==> src/rtl/mips_bus_pkg.sv <==
// Shared types and constants for the MIPS Harvard-to-single-bus bridge.
package mips_bus_pkg;

  typedef enum logic [2:0] {
    S_IDLE,
    S_IFETCH,
    S_IWAIT,
    S_DWAIT,
    S_STEP
  } state_t;

  localparam logic [3:0] BUS_BE_ALL = 4'b1111;

  localparam int unsigned ERR_RDWR     = 0;
  localparam int unsigned ERR_MISALIGN = 1;
  localparam int unsigned ERR_TIMEOUT  = 2;

  function automatic logic [31:0] word_align(input logic [31:0] addr);
    return {addr[31:2], 2'b00};
  endfunction

endpackage

==> src/rtl/mips_bus_wait_timer.sv <==
// Counts consecutive stalled bus cycles; pulses timeout on the TIMEOUT-th one.
module mips_bus_wait_timer #(
  parameter int unsigned TIMEOUT = 16
) (
  input  logic clk,
  input  logic reset,
  input  logic active,
  input  logic stall,
  output logic timeout
);

  localparam int unsigned   CW   = (TIMEOUT > 1) ? $clog2(TIMEOUT) : 1;
  localparam logic [CW-1:0] LAST = (TIMEOUT == 0) ? '0 : CW'(TIMEOUT - 1);

  logic [CW-1:0] count_q, count_d;

  assign timeout = (TIMEOUT != 0) && active && stall && (count_q == LAST);

  always_comb begin
    count_d = count_q;
    if (!active)
      count_d = '0;
    else if (stall && !timeout && (TIMEOUT != 0))
      count_d = count_q + CW'(1);
  end

  always_ff @(posedge clk) begin
    if (reset) count_q <= '0;
    else       count_q <= count_d;
  end

endmodule

==> src/rtl/mips_harvard_bus_bridge.sv <==
// Serialises mips_cpu_harvard instruction/data ports onto one Avalon-MM bus,
// stepping the CPU through cpu_clk_enable once per completed access set.
module mips_harvard_bus_bridge
  import mips_bus_pkg::*;
#(
  parameter int unsigned TIMEOUT     = 16,
  parameter bit          ICACHE_LAST = 1'b1
) (
  input  logic        clk,
  input  logic        reset,
  input  logic        cpu_active,
  output logic        cpu_clk_enable,
  input  logic [31:0] instr_address,
  output logic [31:0] instr_readdata,
  input  logic [31:0] data_address,
  input  logic        data_read,
  input  logic        data_write,
  input  logic [31:0] data_writedata,
  output logic [31:0] data_readdata,
  output logic [31:0] bus_address,
  output logic        bus_read,
  output logic        bus_write,
  output logic [3:0]  bus_byteenable,
  output logic [31:0] bus_writedata,
  input  logic        bus_waitrequest,
  input  logic [31:0] bus_readdata,
  output logic [2:0]  err_flags
);

  state_t      state_q, state_d;
  logic        bus_read_q, bus_read_d;
  logic        bus_write_q, bus_write_d;
  logic [31:0] bus_address_q, bus_address_d;
  logic [31:0] bus_writedata_q, bus_writedata_d;
  logic [31:0] instr_rd_q, instr_rd_d;
  logic [31:0] data_rd_q, data_rd_d;
  logic [31:0] last_addr_q, last_addr_d;
  logic        last_valid_q, last_valid_d;
  logic [2:0]  err_q, err_d;

  logic wait_active, wait_timeout, wait_done, go_data;

  assign wait_active = (state_q == S_IWAIT) || (state_q == S_DWAIT);
  assign wait_done   = wait_active && (!bus_waitrequest || wait_timeout);

  mips_bus_wait_timer #(.TIMEOUT(TIMEOUT)) u_wait_timer (
    .clk     (clk),
    .reset   (reset),
    .active  (wait_active),
    .stall   (bus_waitrequest),
    .timeout (wait_timeout)
  );

  always_comb begin
    state_d         = state_q;
    bus_read_d      = bus_read_q;
    bus_write_d     = bus_write_q;
    bus_address_d   = bus_address_q;
    bus_writedata_d = bus_writedata_q;
    instr_rd_d      = instr_rd_q;
    data_rd_d       = data_rd_q;
    last_addr_d     = last_addr_q;
    last_valid_d    = last_valid_q;
    err_d           = err_q;
    go_data         = 1'b0;

    case (state_q)
      S_IDLE: if (cpu_active) state_d = S_IFETCH;
      S_IFETCH: begin
        if (ICACHE_LAST && last_valid_q && (instr_address == last_addr_q)) begin
          go_data = 1'b1;
        end else begin
          bus_read_d    = 1'b1;
          bus_address_d = word_align(instr_address);
          state_d       = S_IWAIT;
        end
      end
      S_IWAIT: begin
        if (wait_done) begin
          bus_read_d = 1'b0;
          go_data    = 1'b1;
          if (wait_timeout) begin
            instr_rd_d         = '0;
            err_d[ERR_TIMEOUT] = 1'b1;
          end else begin
            instr_rd_d   = bus_readdata;
            last_addr_d  = bus_address_q;
            last_valid_d = 1'b1;
          end
        end
      end
      S_DWAIT: begin
        if (wait_done) begin
          bus_read_d  = 1'b0;
          bus_write_d = 1'b0;
          state_d     = S_STEP;
          if (bus_read_q)
            data_rd_d = wait_timeout ? '0 : bus_readdata;
          if (bus_write_q && (bus_address_q == last_addr_q))
            last_valid_d = 1'b0;
          if (wait_timeout)
            err_d[ERR_TIMEOUT] = 1'b1;
        end
      end
      S_STEP:  state_d = cpu_active ? S_IFETCH : S_IDLE;
      default: state_d = S_IDLE;
    endcase

    // The data-access decision is taken on the fetch-completion edge rather
    // than in a state of its own, so a bare step costs 3 cycles and a hit 2.
    if (go_data) begin
      if (data_write || data_read) begin
        bus_write_d     = data_write;
        bus_read_d      = !data_write;
        bus_address_d   = word_align(data_address);
        bus_writedata_d = data_writedata;
        state_d         = S_DWAIT;
        if (data_write && data_read)    err_d[ERR_RDWR]     = 1'b1;
        if (data_address[1:0] != 2'b00) err_d[ERR_MISALIGN] = 1'b1;
      end else begin
        state_d = S_STEP;
      end
    end
  end

  always_ff @(posedge clk) begin
    if (reset) begin
      state_q         <= S_IDLE;
      bus_read_q      <= 1'b0;
      bus_write_q     <= 1'b0;
      bus_address_q   <= '0;
      bus_writedata_q <= '0;
      instr_rd_q      <= '0;
      data_rd_q       <= '0;
      last_addr_q     <= '0;
      last_valid_q    <= 1'b0;
      err_q           <= '0;
    end else begin
      state_q         <= state_d;
      bus_read_q      <= bus_read_d;
      bus_write_q     <= bus_write_d;
      bus_address_q   <= bus_address_d;
      bus_writedata_q <= bus_writedata_d;
      instr_rd_q      <= instr_rd_d;
      data_rd_q       <= data_rd_d;
      last_addr_q     <= last_addr_d;
      last_valid_q    <= last_valid_d;
      err_q           <= err_d;
    end
  end

  assign cpu_clk_enable = (state_q == S_STEP);
  assign instr_readdata = instr_rd_q;
  assign data_readdata  = data_rd_q;
  assign bus_address    = bus_address_q;
  assign bus_read       = bus_read_q;
  assign bus_write      = bus_write_q;
  assign bus_byteenable = BUS_BE_ALL;
  assign bus_writedata  = bus_writedata_q;
  assign err_flags      = err_q;

endmodule

==> config.mk <==
export PLATFORM = sky130hd
export DESIGN_NAME = mips_harvard_bus_bridge
export DESIGN_NICKNAME = d
export VERILOG_FILES = /design/src/rtl/mips_bus_pkg.sv /design/src/rtl/mips_bus_wait_timer.sv /design/src/rtl/mips_harvard_bus_bridge.sv
export SDC_FILE = /design/constraint.sdc
export NUM_CORES = 1
export LEC_CHECK = 0
export BUFFER_PORTS_ARGS = -buffer_cell sky130_fd_sc_hd__buf_2
export CORE_MARGIN = 2
export CORE_UTILIZATION = 40
export CTS_BUF_LIST = sky130_fd_sc_hd__clkbuf_16
export DETAILED_ROUTE_END_ITERATION = 6
export PLACE_DENSITY_LB_ADDON = 0.15
export SLEW_MARGIN = 30
export SYNTH_ARGS = -nofsm -noshare
export SYNTH_HDL_FRONTEND = slang
export SYNTH_SLANG_ARGS = --single-unit
==> constraint.sdc <==
create_clock -name clk -period 2.34 [get_ports clk]
set_input_delay 0.117 -clock clk [delete_from_list [all_inputs] [get_ports clk]]
set_output_delay 0.117 -clock clk [all_outputs]
set_load 0.01 [all_outputs]
Word level (Yosys, flattened, before mapping)
Index checks and enable logic that the tools add are counted.

Logic and storage cells: 87. Input bits: 134. Output and inout port bits: 138. Flip-flop bits (word level): 173.

Add/sub/neg operators: 1. Bitwise operators: 2. Multiplexer cells: 29. Reductions and logical operators: 27. Equal/unequal tests: 15.

Operators by type and width (count): 32-bit 2-to-1 mux (5); 32-bit equality test (2); 1-bit 2-to-1 mux (15); 3-bit 2-to-1 mux (5); 3-bit one-hot mux with 5 select lines (1); 3-bit AND reduction (5); 3-bit != test, second input constant (3); 2-bit != test, second input constant (4); 1-bit logical AND (7); 3-bit by 2-bit equality test with 1-bit output, second input constant (2); 1-bit one-hot mux with 2 select lines (3); 5-bit AND reduction (1); 4-bit by 1-bit adder with 4-bit output, second input constant (1); 4-bit equality test, second input constant (1); 2-bit AND reduction (2); 4-bit AND reduction (1); 2-bit nonzero test (2); 2-bit OR reduction (2); 3-bit by 1-bit equality test with 1-bit output, second input constant (1); 3-bit equality test, second input constant (1); 1-bit logical NOT (3); 3-bit logical NOT (1); 1-bit logical OR (3); 2-bit by 1-bit != test with 1-bit output, second input constant (1); 1-bit NOT (2).

Logic depth before layout (Yosys ltp)
Gate-level depths: netlist of run 1.

Depth after elaboration: 10. Gate-level depth with buffers: 9. Depth with buffers taken out: 7.

Hierarchy
A second synthesis of run 1 with hierarchy kept.

Cells, all modules: 942. Area total of the unflattened synthesis: 7962.6 um2.

By module, submodules not included: mips_harvard_bus_bridge (cells an instance 918, instances 1, sequential area each 3383.2 um2, area an instance 7746.2 um2); mips_bus_wait_timer (cells an instance 24, instances 1, sequential area each 80.1 um2, area an instance 216.5 um2).

Least setup slack after synthesis of run 1
No wires, ideal clock.

Path type: reg2reg. Start point: register last_addr_q[27]. End point: register bus_address_q[23] (netlist: bus_address[23]). Required time: 2.194 ns. Stages on the path, launching flop included: 10. Slack: 0.346 ns. Setup time: 0.146 ns. Path buffers: 2. Arrival time: 1.848 ns. Period minus slack after synthesis: 1.994 ns. Cells stage by stage: dfxtp_1 -> nand2b_1 -> o2111ai_1 -> nor4_2 -> nand4_2 -> o31a_1 -> buf_2 -> buf_2 -> nor2_1 -> a211oi_2.

Cells in the longest elaborated chain, start to end: 6. Elaborated cells between the ends (all ways): 8. Those cells by class: 1 x eq/ne; 6 x mux; 1 x reduce/logical.

Ends and longest elaborated chain: from (decl) (line mips_harvard_bus_bridge.sv:37) `logic [31:0] last_addr_q, last_addr_d;`; from (signal assigned) (line mips_harvard_bus_bridge.sv:146) `last_addr_q <= last_addr_d;`; 32-bit equality test * (line mips_harvard_bus_bridge.sv:70) `if (ICACHE_LAST && last_valid_q && (instr_address == last_addr_q)) begin`; 1-bit logical AND * (line mips_harvard_bus_bridge.sv:70); 32-bit 2-to-1 mux (line mips_harvard_bus_bridge.sv:70); 32-bit 2-to-1 mux (line mips_harvard_bus_bridge.sv:67) `case (state_q)`; 32-bit 2-to-1 mux (line mips_harvard_bus_bridge.sv:112) `if (data_write || data_read) begin`; 32-bit 2-to-1 mux * (line mips_harvard_bus_bridge.sv:111) `if (go_data) begin`; to (signal assigned) (line mips_harvard_bus_bridge.sv:142) `bus_address_q <= bus_address_d;`; to (decl) (line mips_harvard_bus_bridge.sv:33) `logic [31:0] bus_address_q, bus_address_d;`.

Mark *: on every way between the ends. The rest lies on a longest branch, timed or not. A chain may end at the register's enable or synchronous reset.

Worst setup path after layout of run 1
Start point: register last_addr_q[26]. End point: register bus_writedata_q[11] (netlist: bus_writedata[11]).

Cells in the longest elaborated chain, start to end: 5.

Ends and longest elaborated chain: 32-bit equality test (line mips_harvard_bus_bridge.sv:70); 1-bit logical AND (line mips_harvard_bus_bridge.sv:70); 1-bit 2-to-1 mux (line mips_harvard_bus_bridge.sv:70); 1-bit one-hot mux with 2 select lines (line mips_harvard_bus_bridge.sv:67); 2-bit AND reduction (no line); to (signal assigned) (line mips_harvard_bus_bridge.sv:143) `bus_writedata_q <= bus_writedata_d;`; to (decl) (line mips_harvard_bus_bridge.sv:34) `logic [31:0] bus_writedata_q, bus_writedata_d;`.

Every way passes these cells.

==> out/results.txt, run 1 <==
status: finished with violations
violated checks: hold timing
final std cell area, no fill: 10500 µm²
Final ANT Viol Nets: 0
layout cells sized above 1: 31.0%
Most used DFF post-synth: dfxtp_1
CTS max path bufs: 2
Power Dens Cells: 666 nW/µm²
Worst EP arrival: 2.62 ns
Fmax: 445 MHz
Final Slew Violations: 0
Initial Utilization: 40.9%
mean post-synth cell area: 8.68 µm²
initial antenna violation count: 1
die span in x: 140 µm
Seq cells post-synth: 173
1st-pass router iterations: 5
first-pass GRT wire length: 34900 µm
Syn. warnings: 0
Core Region: 18000 µm²
port bufs: 267
Static Leak: 0.00441 µW
# nets final: 1319
HP Class: primary input to flop
TritonCTS Buffers: 17
RSZ-0062 raised after global routing: true
GR Util All Layers: 22.1%
DR WL/cell: 15.8 µm
max incr delay on CP: 0.34 ns
final worst path period share: 96.1%
WHS: -0.00122 ns
Critical Path Slowest Stage Cell: dfxtp_2
I/O pin count: 272
DR DRC count: 0
largest net degree at the start of global routing: 71
post-place setup slack: 0.202 ns
Post-Route Utilization: 58.1%
Synth Instances: 849
Area after DPL: 8910 µm²
Worst Path Max Fanout: 9
worst setup margin: 0.0904 ns
Startpoint Class: flop
post-synth top area share: 47.0%
drt via density: 4.95
total power: 6980 µW
distinct cell type count after synthesis: 41
Synth area leader: dfxtp_1
Die H: 140 µm
endpoints failing hold: 1
standard-cell rows: 49
Worst slew margin: 59.9%
CTS sink cnt: 173
hpwl dp: 14800 µm
fin crit period: 2.25 ns
synth cell count leaders: dfxtp_1, nand2_1, a21oi_1
kind of critical path: flop to flop
crit-path cells: xnor2_2 > nand4_1 > nor4_2 > nand4_2 > buf_6 > o31ai_4 > buf_6 > clkbuf_16 > nand2_1 > a21oi_1
Synth Cell Area: 7370 µm²
total of max-cap violations: 0
top post-synthesis cells by area: dfxtp_1, nand2_1, a21oi_1
Worst path most repeated cell: buf_6
CP required: 2.71 ns
worst slew pin tran: 0.602 ns
DIE AREA: 19500 µm²
GPL Wtd Cong: 0.813
worst-skew pair later-pin latency: 0.44 ns
CTS tree: yes
post-synthesis sequential area ratio: 47.0%
H-tree levels: 4
final wirelength: 22600 µm
vias in the first global route: 6600
final setup violation count: 0
CTS root buffer: clkbuf_16
Worst VDD drop: 0.000504 V
total gr overflow: 0
via count: 7068
most instantiated library cell after synthesis: dfxtp_1
Layout area overhead: 42.2%
Post-synth ARST share: 0%
Worst setup EP type: flop
initial drt markers: 402
Fin Clk Skew: 0.0162 ns
clock transition at the registers of the reported paths: 0.08 ns
EDFF count, synth: 0
-- power by group --
group / total [µW] / internal, µW / leakage [µW] / switching (µW)
Sequential: 3140 / 3040 / 0.00140 / 97.1
Combinational: 963 / 473 / 0.00271 / 490
Clock: 2880 / 1530 / 0.000295 / 1350
-- worst paths after layout --
| check | startpoint | end | slack, ns | cells past startpoint |
|---|---|---|---|---|
| setup / recovery | last_addr_q[26] | bus_writedata[11] | 0.09 | 10 |
| hold / removal | data_address[1] | err_flags[1] | -0.001 | 3 |
| setup reg to reg | last_addr_q[26] | bus_writedata[11] | 0.09 | 10 |
| hold reg to reg | err_flags[2] | err_flags[2] | 0.45 | 2 |
-- stage by stage --
step | instances | TNS [ns]
after floorplan | 852 | 0
after global placement | 1302 | 0
after detailed placement | 1302 | 0
after CTS | 1421 | 0
after global routing | 1427 | -0.0913
final | 1427 | 0
-- cell type report --
cell class,instances,area [µm²]
Antenna cell,1,2.50
Clock buffer,17,425
Clock inverter,15,169
Fill cell,1692,7540
Inverter,6,22.5
Multi-Input combinational cell,606,3590
Sequential cell,173,3470
Tap cell,229,287
Timing Repair Buffer,380,2520
-- timing repair --
| action | 4_1_cts | 5_1_grt |
|---|---|---|
| hold buffers | 87 | 0 |
| endpoints found under the hold margin | 120 | 0 |
| setup buffers | 0 | 3 |
| endpoints found under the setup margin | 0 | 1 |
| gates resized for setup | 0 | 11 |
-- cells in the final DEF, fill, tap and decap left out, types with 7 or more instances in the layout --
master / n
dfxtp_1: 169
nand3_1: 37
xor2_1: 19
clkbuf_16: 18
inv_1: 7
buf_4: 16
mux2i_1: 32
xnor2_1: 40
dlygate4sd3_1: 87
nor2_1: 74
a22oi_1: 32
a211oi_2: 30
nand2_1: 167
nand4_1: 11
buf_2: 266
a21oi_1: 108
-- critical path: cells and delay by family, from the launching register on --
family | cells | cell delay [ns]
buffers and inverters | 3 | 0.50
XOR/XNOR | 1 | 0.16
AND/OR/NAND/NOR | 4 | 0.73
flip-flops | 1 | 0.34
AO/OA/AOI/OAI | 2 | 0.46
-- registers in the layout, summed over array words and instances (netlist names), 3 cells and up --
name and count:
u_wait_timer.count_q 4, state_q 3, last_addr_q 32, bus_address 32
err_flags 3, data_readdata 32, bus_writedata 32, instr_readdata 32
-- cell families after synthesis --
logic type,Yosys count,synth area share [%]
and+or+nand+nor,320,18.7
adders and majority gates,1,0.170
AOI/OAI and AO/OA,187,17.3
DFF,173,47.0
other,1,0.0509
buffers and inverters,73,5.02
xor gates and xnor gates,62,7.37
muxes,32,4.35
-- layer usage --
metal	track usage, %	share of wire (%)	vias to the layer above	routed length (µm)
li1	-	-	3556	-
met2	35.3	48	228	10900
met3	6.16	6.4	23	1440
met5	0	0	-	0
met1	29.2	44	3261	9970
met4	6.95	1.3	0	284
(Power assumes the default switching activity.)
==> run 2, diff against run 1 <==
Settings changed: CELL_PAD_IN_SITES_DETAIL_PLACEMENT set to 2, CELL_PAD_IN_SITES_GLOBAL_PLACEMENT set to 2, CORE_UTILIZATION 40 to 28.
==> out/results.txt, run 2 (synthesis gave the netlist of run 1 again) <==
most frequent cells in the layout: buf_2, dfxtp_1, nand2_1, a21oi_1, dlygate4sd3_1
combinational group share of total power: 14.7% (+0.9 points)
total power: 7070 µW (+1.2%)
reg-to-reg slack, setup: 0.04 ns (-0.05 ns)
crit path to: bus_writedata[5]
Fin Clk Skew: 0.0154 ns (-0.000819 ns)
via count: 7408 (+4.8%)
Fmax: 434 MHz (-2.3%)
Worst path most repeated cell: buf_6
worst setup margin: 0.0382 ns (-0.0522 ns)
Layout area overhead: 45.1%
Worst setup EP type: flop
most common cell after layout, fill and taps aside: buf_2
standard-cell rows: 59 (+20%)
HP Class: primary input to flop
switching portion of total power: 28.6% (+0.84 points)
CTS max path bufs: 2 (unchanged)
fillcell total: 2965 (+75%)
hpwl dp: 19300 µm (+30%)
Initial Utilization: 28.4% (-13 points)
Worst VDD drop: 0.000327 V (-35%)
initial drt markers: 238 (-41%)
Die H: 166 µm (+19%)
CTS tree: yes
kind of critical path: flop to flop
Final Slew Violations: 0 (unchanged)
H-tree levels: 4 (unchanged)
drt via density: 4.81 (-2.9%)
die span in x: 166 µm (+19%)
GPL Wtd Cong: 0.762 (-6.2%)
Top delay family on crit path: simple AND/OR/NAND/NOR gates
fin crit period: 2.30 ns (+0.0522 ns)
endpoints failing hold: 0 (-1)
layout cells sized above 1: 31.6% (+0.57 points)
final setup violation count: 0 (unchanged)
FF-to-FF path depth: 10 (unchanged)
sequential power share: 44.4% (-0.6 points)
1st-pass router iterations: 4 (-1)
Startpoint Class: flop
max incr delay on CP: 0.34 ns (about the same)
# nets final: 1326 (+0.53%)
CP required: 2.69 ns (-0.02 ns)
clock network fraction of design power: 40.9% (-0.4 points)
worst slew pin tran: 0.572 ns (-0.0299 ns)
CP Depth: 10 (unchanged)
DIE AREA: 27600 µm² (+42%)
Core Region: 26000 µm² (+44%)
DR WL/cell: 19.0 µm (+20%)
largest net degree at the start of global routing: 63 (-11%)
Pint: 5050 µW (about the same)
initial antenna violation count: 2 (+1)
total of max-cap violations: 0 (unchanged)
Worst EP arrival: 2.65 ns (+0.03 ns)
I/O pin count: 272 (unchanged)
status: finished clean
worst-skew pair later-pin latency: 0.44 ns (about the same)
Static Leak: 0.00444 µW (+0.74%)
post-place setup slack: 0.0884 ns (-0.114 ns)
Power Dens Cells: 661 nW/µm² (-0.78%)
Worst slew margin: 61.9% (+2.0 points)
TritonCTS Buffers: 17 (unchanged)
CP Launch Point: last_addr_q[11]
Critical Path Slowest Stage Cell: dfxtp_2
first-pass GRT wire length: 45200 µm (+30%)
R2R Path End: bus_writedata[5]
final wirelength: 29200 µm (+30%)
vias in the first global route: 8068 (+22%)
Net Sw Power: 2020 µW (+4.3%)
DR DRC count: 0 (unchanged)
clock transition at the registers of the reported paths: 0.07 ns (about the same)
Worst Path Max Fanout: 8 (-1)
GR Util All Layers: 20.6% (-1.6 points)
CTS root buffer: clkbuf_16
worst reg2reg startpoint: last_addr_q[11]
Final ANT Viol Nets: 0 (unchanged)
CTS sink cnt: 173 (unchanged)
final worst path period share: 98.4% (+2.2 points)
port bufs: 267 (unchanged)
Critical path buffers and inverters: 3 (unchanged)
total gr overflow: 0 (unchanged)
crit-path cells: xnor2_1 > nand4_1 > nor4_2 > nand4_2 > buf_6 > o31ai_4 > buf_12 > buf_6 > nand2_1 > a21oi_1
[run 2: final cells by class]
class                           count  area [µm²]  share of cell area, %
Multi-Input combinational cell    606        3590                   33.6
Sequential cell                   173        3470                   32.4
Timing Repair Buffer              387        2610                   24.4
Clock buffer                       17         425                   3.98
Tap cell                          335         419                   3.92
Clock inverter                     15         154                   1.44
Inverter                            6        22.5                  0.211
Antenna cell                        2        5.00                 0.0468
[run 2: how the worst min path moves through the flow]
stage / from / to / slack, ns / cells past startpoint
5_1_grt: data_address[24] / bus_address[24] / 0.01 / 3
3_3_place_gp: data_writedata[5] / bus_writedata[5] / 0.37 / 3
6_report: data_address[24] / bus_address[24] / 0.02 / 3
2_1_floorplan: data_writedata[0] / bus_writedata[0] / 0.26 / 2
3_5_place_dp: data_writedata[2] / bus_writedata[2] / 0.37 / 3
4_1_cts: data_address[9] / bus_address[9] / 0.003 / 3
[run 2: repair_timing]
action	in CTS	in global routing
hold buffers	86	0
endpoints found under the hold margin	117	0
endpoints found under the setup margin	0	58
resized for setup	0	11
buffers inserted	0	4
[run 2: worst reg2reg max path: stages, from the launching register on]
cell,delay (ns)
dfxtp_2,0.34
xnor2_1,0.20
nand4_1,0.16
nor4_2,0.33
nand4_2,0.19
buf_6,0.18
o31ai_4,0.25
buf_12,0.17
buf_6,0.17
nand2_1,0.07
a21oi_1,0.15
[run 2: power by group through the flow]
| stage | logic [µW] | clock network (µW) | registers (µW) |
|---|---|---|---|
| 2_1_floorplan | 461 | 0 | 3230 |
| 6_report | 1040 | 2890 | 3140 |
| 3_3_place_gp | 885 | 0 | 3210 |
| 4_1_cts | 1020 | 3000 | 3140 |
| 3_5_place_dp | 896 | 0 | 3210 |
| 5_1_grt | 1130 | 3110 | 3160 |
[run 2: metrics by stage]
step	cell area (µm²)	util (%)	cells	setup TNS (ns)	hold WS [ns]
6_report	10700	41.1	1541	0	0.0170
5_1_grt	10700	41.1	1540	-0.477	0.0145
4_1_cts	10500	40.5	1532	0	0.00271
3_5_place_dp	9090	35.0	1414	0	0.370
3_3_place_gp	9090	35.0	1414	0	0.366
2_1_floorplan	7380	-	852	0	0.257
[run 2: layer usage]
metal  vias to the layer above  global-route usage [%]  wire (µm)
li1                       3566                       -          -
met1                      3664                    24.8      12500
met2                       158                    36.9      15100
met3                        20                    4.86       1420
met4                         0                    4.91        289
met5                         -                       0          0
